<file path="config.mk">
export PLATFORM = sky130hd
export DESIGN_NAME = safecrack_keypad_frontend
export DESIGN_NICKNAME = d
export VERILOG_FILES = /design/src/rtl/safecrack_keypad_frontend.sv
export SDC_FILE = /design/constraint.sdc
export NUM_CORES = 1
export LEC_CHECK = 0
export CAP_MARGIN = 20
export CORE_ASPECT_RATIO = 0.8
export CORE_MARGIN = 4
export CORE_UTILIZATION = 65
export DETAILED_ROUTE_END_ITERATION = 8
export GPL_ROUTABILITY_DRIVEN = 0
export PLACE_DENSITY = 0.83
export SYNTH_ARGS = -nofsm -noshare
export SYNTH_HDL_FRONTEND = slang
export SYNTH_SLANG_ARGS = --single-unit
</file>
<file path="constraint.sdc">
create_clock -name clk -period 5.9 [get_ports clk]
set_clock_uncertainty 0.2 [all_clocks]
set_input_delay 1.18 -clock clk [delete_from_list [all_inputs] [get_ports clk]]
set_output_delay 1.18 -clock clk [all_outputs]
set_load 0.01 [all_outputs]
</file>
<file path="src/rtl/safecrack_keypad_frontend.sv">
`default_nettype none
// ============================================================================
// Module      : safecrack_keypad_frontend
// Description : Keypad front end for the safecrack controller. Synchronizes
//               and debounces four active-low buttons and a programming
//               switch, turns button presses into digit events, and holds one
//               digit in a valid/ready register for the consumer.
//               Optional macro KEYPAD_MULTI_PRESS_REJECT_EN: when defined,
//               simultaneous or overlapping presses are rejected with an
//               overflow pulse instead of resolving to the lowest index.
// Revision    : 1.0 - initial release
// ============================================================================
module safecrack_keypad_frontend #(
  parameter int DEBOUNCE_CYCLES = 1_000_000
) (
  input  logic       clk,
  input  logic       rst_n,
  input  logic [3:0] btn_n,
  input  logic       prog_sw,
  output logic       digit_valid,
  output logic [1:0] digit,
  input  logic       digit_ready,
  output logic       prog_level,
  output logic       prog_rise,
  output logic       prog_fall,
  output logic       overflow
);

  localparam int             c_cnt_w   = (DEBOUNCE_CYCLES > 1) ? $clog2(DEBOUNCE_CYCLES) : 1;
  localparam logic [c_cnt_w-1:0] c_cnt_max = c_cnt_w'(DEBOUNCE_CYCLES - 1);
  // Bit 4 is prog_sw (idle low); bits 3:0 are buttons (released high).
  localparam logic [4:0]     c_rst_val = 5'b01111;

  logic [4:0] w_raw;
  logic [4:0] r_sync1;
  logic [4:0] r_sync2;
  logic [4:0] w_stable;
  logic [4:0] r_stable_d;
  logic [3:0] w_press;
  logic [3:0] r_press;
  logic [1:0] w_sel;
  logic       w_reject;
  logic       r_valid;
  logic [1:0] r_digit;
  logic       r_overflow;
  logic       r_prog_rise;
  logic       r_prog_fall;

  assign w_raw = {prog_sw, btn_n};

  // Two-flop synchronizer on every raw input.
  always_ff @(posedge clk) begin
    if (!rst_n) begin
      r_sync1 <= c_rst_val;
      r_sync2 <= c_rst_val;
    end else begin
      r_sync1 <= w_raw;
      r_sync2 <= r_sync1;
    end
  end

  generate
    for (genvar g = 0; g < 5; g++) begin : g_debounce
      logic [c_cnt_w-1:0] r_cnt;
      logic               r_stable_bit;

      // Accept a new level only after DEBOUNCE_CYCLES consecutive differing samples.
      always_ff @(posedge clk) begin
        if (!rst_n) begin
          r_cnt        <= '0;
          r_stable_bit <= c_rst_val[g];
        end else if (r_sync2[g] == r_stable_bit) begin
          r_cnt <= '0;
        end else if (r_cnt == c_cnt_max) begin
          r_stable_bit <= r_sync2[g];
          r_cnt        <= '0;
        end else begin
          r_cnt <= r_cnt + 1'b1;
        end
      end

      assign w_stable[g] = r_stable_bit;
    end
  endgenerate

  // A press is a stable released->pressed transition; releases are ignored.
  assign w_press = r_stable_d[3:0] & ~w_stable[3:0];

  // Delayed stable state for edge detection, registered press events and prog pulses.
  always_ff @(posedge clk) begin
    if (!rst_n) begin
      r_stable_d  <= c_rst_val;
      r_press     <= 4'b0000;
      r_prog_rise <= 1'b0;
      r_prog_fall <= 1'b0;
    end else begin
      r_stable_d  <= w_stable;
      r_press     <= w_press;
      r_prog_rise <= w_stable[4] & ~r_stable_d[4];
      r_prog_fall <= ~w_stable[4] & r_stable_d[4];
    end
  end

  // Select the lowest-index press and decide whether the event must be rejected.
  always_comb begin
    w_sel = 2'd0;
    for (int k = 3; k >= 0; k--) begin
      if (r_press[k]) begin
        w_sel = 2'(k);
      end
    end
`ifdef KEYPAD_MULTI_PRESS_REJECT_EN
    // Reject more than one simultaneous event, or an event while another button is down.
    w_reject = ((r_press & (r_press - 4'd1)) != 4'b0000) ||
               ((~w_stable[3:0] & ~r_press) != 4'b0000);
`else
    w_reject = 1'b0;
`endif
  end

  // Single-entry digit holding register with valid/ready handshake and overflow pulse.
  always_ff @(posedge clk) begin
    if (!rst_n) begin
      r_valid    <= 1'b0;
      r_digit    <= 2'd0;
      r_overflow <= 1'b0;
    end else begin
      r_overflow <= 1'b0;
      if (r_valid && digit_ready) begin
        r_valid <= 1'b0;
      end
      if (r_press != 4'b0000) begin
        if (w_reject || (r_valid && !digit_ready)) begin
          r_overflow <= 1'b1;
        end else begin
          r_valid <= 1'b1;
          r_digit <= w_sel;
        end
      end
    end
  end

  assign digit_valid = r_valid;
  assign digit       = r_digit;
  assign overflow    = r_overflow;
  assign prog_level  = w_stable[4];
  assign prog_rise   = r_prog_rise;
  assign prog_fall   = r_prog_fall;

endmodule
`default_nettype wire

</file>
== After elaboration in Yosys (flattened, before gate mapping) ==
Index checks and enable logic that the tools add are counted.

* Register bits after elaboration: 130
* Bits of input ports: 8
* Word-level logic and storage cells: 71
* Output and inout bits: 7

* Reductions and logical operators: 16
* Equal/unequal tests: 10
* Mux-type cells: 8
* Bitwise gates (word level): 13
* Add/sub/neg operators: 5

{| class="wikitable"
|+ Operator list
! operator !! count
|-
| 20-bit by 1-bit adder with 20-bit output, second input constant || 5
|-
| 20-bit equality test, second input constant || 5
|-
| 3-bit OR reduction || 5
|-
| 2-bit AND reduction || 7
|-
| 1-bit inverter || 9
|-
| 2-bit 2-to-1 mux || 4
|-
| 1-bit equality test || 5
|-
| 4-bit bitwise AND || 1
|-
| 1-bit 2-to-1 mux || 4
|-
| 4-bit inverter || 1
|-
| 4-bit nonzero test || 1
|-
| 1-bit bitwise AND || 2
|-
| 1-bit logical AND || 2
|-
| 1-bit zero test || 1
|}

== Depth between registers and ports, before layout ==
* Word-level depth: 4
* Depth in mapped cells: 6
* Mapped depth without buffers: 5

== Worst setup path after synthesis ==
No wires, ideal clock.

* Path kind: in2reg
* From: input rst_n
* To: register g_debounce[0].r_cnt[14]
* Stages: 4
* Required time: 5,636 ps
* Slack: 3,533 ps
* Buffers on the path: 2
* Arrival time: 2,103 ps
* Library setup time: 64 ps
* Cells stage by stage: clkbuf_1 > o211ai_1 > buf_2 > nor2_1

* Cells in the longest elaborated chain, start to end: 2

{| class="wikitable"
|+ RTL lines
! element !! RTL line !! RTL
|-
| start, declared || 17 || <nowiki>input logic rst_n,</nowiki>
|-
| 1-bit inverter (no source line) || - ||
|-
| 3-bit OR reduction (no source line) || - ||
|-
| end signal, assigned || 78 || <nowiki>r_cnt <= r_cnt + 1'b1;</nowiki>
|-
| end, declared || 64 || <nowiki>logic [c_cnt_w-1:0] r_cnt;</nowiki>
|}

Every way passes these cells.
A chain may end at the register's enable or synchronous reset.

== Worst setup path in the final report ==
* From: input rst_n
* To: register g_debounce[1].r_cnt[15]

* Cells in the longest elaborated chain, start to end: 2

{| class="wikitable"
|+ RTL lines
! element !! RTL line
|-
| 1-bit inverter (no source line) || -
|-
| 3-bit OR reduction (no source line) || -
|-
| end signal, assigned || 78
|-
| end, declared || 64
|}

Every way passes these cells.

==> qor.yml <==
status:
  status: "finished, final reports clean"
placed_design:
  dpl.hpwl_um: 6861
  portBuffers: 14
  post-place-ws_ns: 2.362
  placed_cell_area_um2: 5665
global_route:
  track_usage: 0.2260
  antenna_found_initial: 0
  grt_pass1_wl_um: 18890
  overflow: 0
  grt_start_max_net_pins: 31
  grt_pass1_vias: 4175
floorplanning:
  die_x_um: 110.5
  die_area_um2: 9940
  coreArea_um2: 8055
  start_util: 0.6779
  row_count: 29
  die_y_um: 89.98
  io_pins: 15
worst_setup_path:
  critPathArrivalTime_ns: 3.26
  start_kind: "input pin"
  critPathSlowestCell: "clkdlybuf4s50_1"
  critical_path_class: "input pin to flip-flop"
  critical-path-max-stage-delay_ns: 1.14
  worstPathRequired_ns: 6.13
  crit_chain: "clkdlybuf4s50_1, o211ai_2, a21oi_1"
  end_kind: "flip-flop"
  worstPathMaxFanout: 30
detailed_routing:
  num_vias: 4446
  vias_per_cell: 5.920
  drc: 0
  drtIter0Drc: 299
  wl_met1_um: 4983
  met3WireLength_um: 469
  dr_wl_met2_um: 5324
  wirelength_um: 11010
  ant_nets: 0
  drtPass1Iterations: 5
  drt-wirelength-per-cell_um: 14.66
  top_layer_used: "met4"
synthesis:
  ys_seq_area_frac: 0.4766
  syn_area_um2: 5460
  synth_cell_types: 37
  synth_common_cells: "130 x dfxtp_1, 75 x nor2_1, 39 x nand3_1"
  ys_ff_latch: 130
  synth-edff-count: 0
  yosys_warnings: 0
  avgSynthCellArea_um2: 8.907
  async_flop_share: 0
  synth_top_area_frac: 0.4766
  yosysTopAreaCell: "dfxtp_1"
  ys_top_cells_by_area: "dfxtp_1 48%, nor2_1 5.2%, xnor2_1 5.0%"
  synth_ff_type: "dfxtp_1"
  syn_nets: 626
  syn-instance-count: 613
  yosys.cell_count.top_type: "dfxtp_1"
layout:
  diodes: 0
  drive_gt1_frac: 0.06221
  nNetsFinal: 643
  area_growth_syn_to_layout_pct: 15.42
  final_area_um2: 6302
hold_path:
  holdCritPathClass: "flip-flop to flip-flop"
clock_network:
  clockRootBuffer: "clkbuf_8"
  clk_pin_slew_ns: 0.06
  cts_setup_buffers: 0
  post_cts_resized: 0
  cts_made_buffers: 17
  clock_path_buffers: 2
  hold_buffers: 0
  clk_latency_ns: 0.52
  htree_num_levels: 4
  cts_tree: "yes"
  clock_sinks: 130
sta:
  fmax_mhz: 329.5
  final-hold-violation-count: 0
  final_max_slew_viol_count: 0
  min_period_ns: 3.035
  setup_ws_ns: 2.865
  slew_headroom: 0.3153
  fin_crit_sh: 0.5144
  fin_tns_setup_ns: 0
  rsz0062_at_grt: "no"
  setup_violations: 0
  tightestPinTransition_ns: 1.024
power:
  ir_drop_v: 0.0002543
  power_density_nw_per_um2: 319.5
  p_leak_nw: 2.024
job:
  maxCapViolations: 0
==> layout by cell type, fill, tap and decap left out, types with 3 or more instances in the layout <==
cell	instances
a21oi_1	38
and2_1	5
and3_1	11
and4_1	6
bufinv_16	4
clkbuf_16	16
clkbuf_8	6
clkdlybuf4s50_1	14
clkinv_2	3
dfxtp_1	130
ha_1	5
inv_1	28
nand2_1	34
nand2b_1	13
nand3_1	39
nand4_1	13
nand4b_1	3
nor2_1	75
nor3_1	9
nor3b_1	3
nor4_1	11
nor4b_1	7
o211ai_2	3
o21ai_0	21
o311ai_0	4
o31ai_1	19
or3_1	20
or4_1	25
xnor2_1	31
xor2_1	30
==> cell families after synthesis <==
kind of cell             Yosys count  synth area share
AND/OR/NAND/NOR                  284            0.2816
buffers and inverters             45           0.03345
XOR/XNOR                          61           0.09785
adder cells (fa/ha/maj)            5           0.01146
AO/OA/AOI/OAI                     88           0.09899
flip-flops                       130            0.4766
==> per-stage QoR <==
| stage | hold WS, ns | total power [W] | util | instances |
|---|---|---|---|---|
| 6_report | 0.2052 | 0.002014 | 0.7824 | 751 |
| 5_1_grt | 0.2267 | 0.002069 | 0.7824 | 751 |
| 4_1_cts | 0.2076 | 0.002021 | 0.7824 | 751 |
| 3_5_place_dp | 0.1941 | 0.0009230 | 0.7033 | 719 |
| 3_3_place_gp | 0.1889 | 0.0009218 | 0.7033 | 719 |
| 2_1_floorplan | 0.1863 | 0.0009153 | - | 613 |
==> power by group <==
group	switching [W]	internal, W	total, W
combinational	0.0000115	0.00000798	0.0000195
clock	0.000369	0.000740	0.00111
sequential	0.00000228	0.000882	0.000885
==> routing by layer <==
layer / global-route usage / up-vias
li1: - / 2218
met1: 0.2838 / 2092
met2: 0.3631 / 111
met3: 0.06644 / 25
met4: 0.09744 / 0
met5: 0 / -
==> path summary, 6_finish.rpt <==
path,start,end,slack (ns),depth (start not counted)
setup reg to reg,g_debounce[3].r_cnt[0],g_debounce[3].r_cnt[12],3.22,5
setup / recovery,rst_n,g_debounce[1].r_cnt[15],2.86,3
hold / removal,r_stable_d[4],prog_rise,0.21,1
hold reg to reg,r_stable_d[4],prog_rise,0.21,1
==> layout make-up <==
type | instances | area [um2]
clock buffers | 23 | 486.7
clock inverters | 9 | 150.1
fillers | 545 | 1753
inverters | 28 | 105.1
multi-input cells | 438 | 2675
flip-flops and latches | 130 | 2603
well taps | 108 | 135.1
repair buffers | 15 | 147.6
==> sequential cells by signal (all words and copies together), names as in the netlist <==
| name | flops |
|---|---|
| prog_rise | 1 |
| r_sync2 | 5 |
| digit_valid | 1 |
| r_sync1 | 5 |
| prog_fall | 1 |
| prog_level | 1 |
| g_debounce.r_stable_bit | 4 |
| g_debounce.r_cnt | 100 |
| overflow | 1 |
| r_press | 4 |
| digit | 2 |
| r_stable_d | 5 |
==> critical path, delay by kind of cell <==
family	cells	cell delay [ns]
AO/OA/AOI/OAI	2	0.92
buffers and inverters	1	1.14
(Power assumes the default switching activity.)
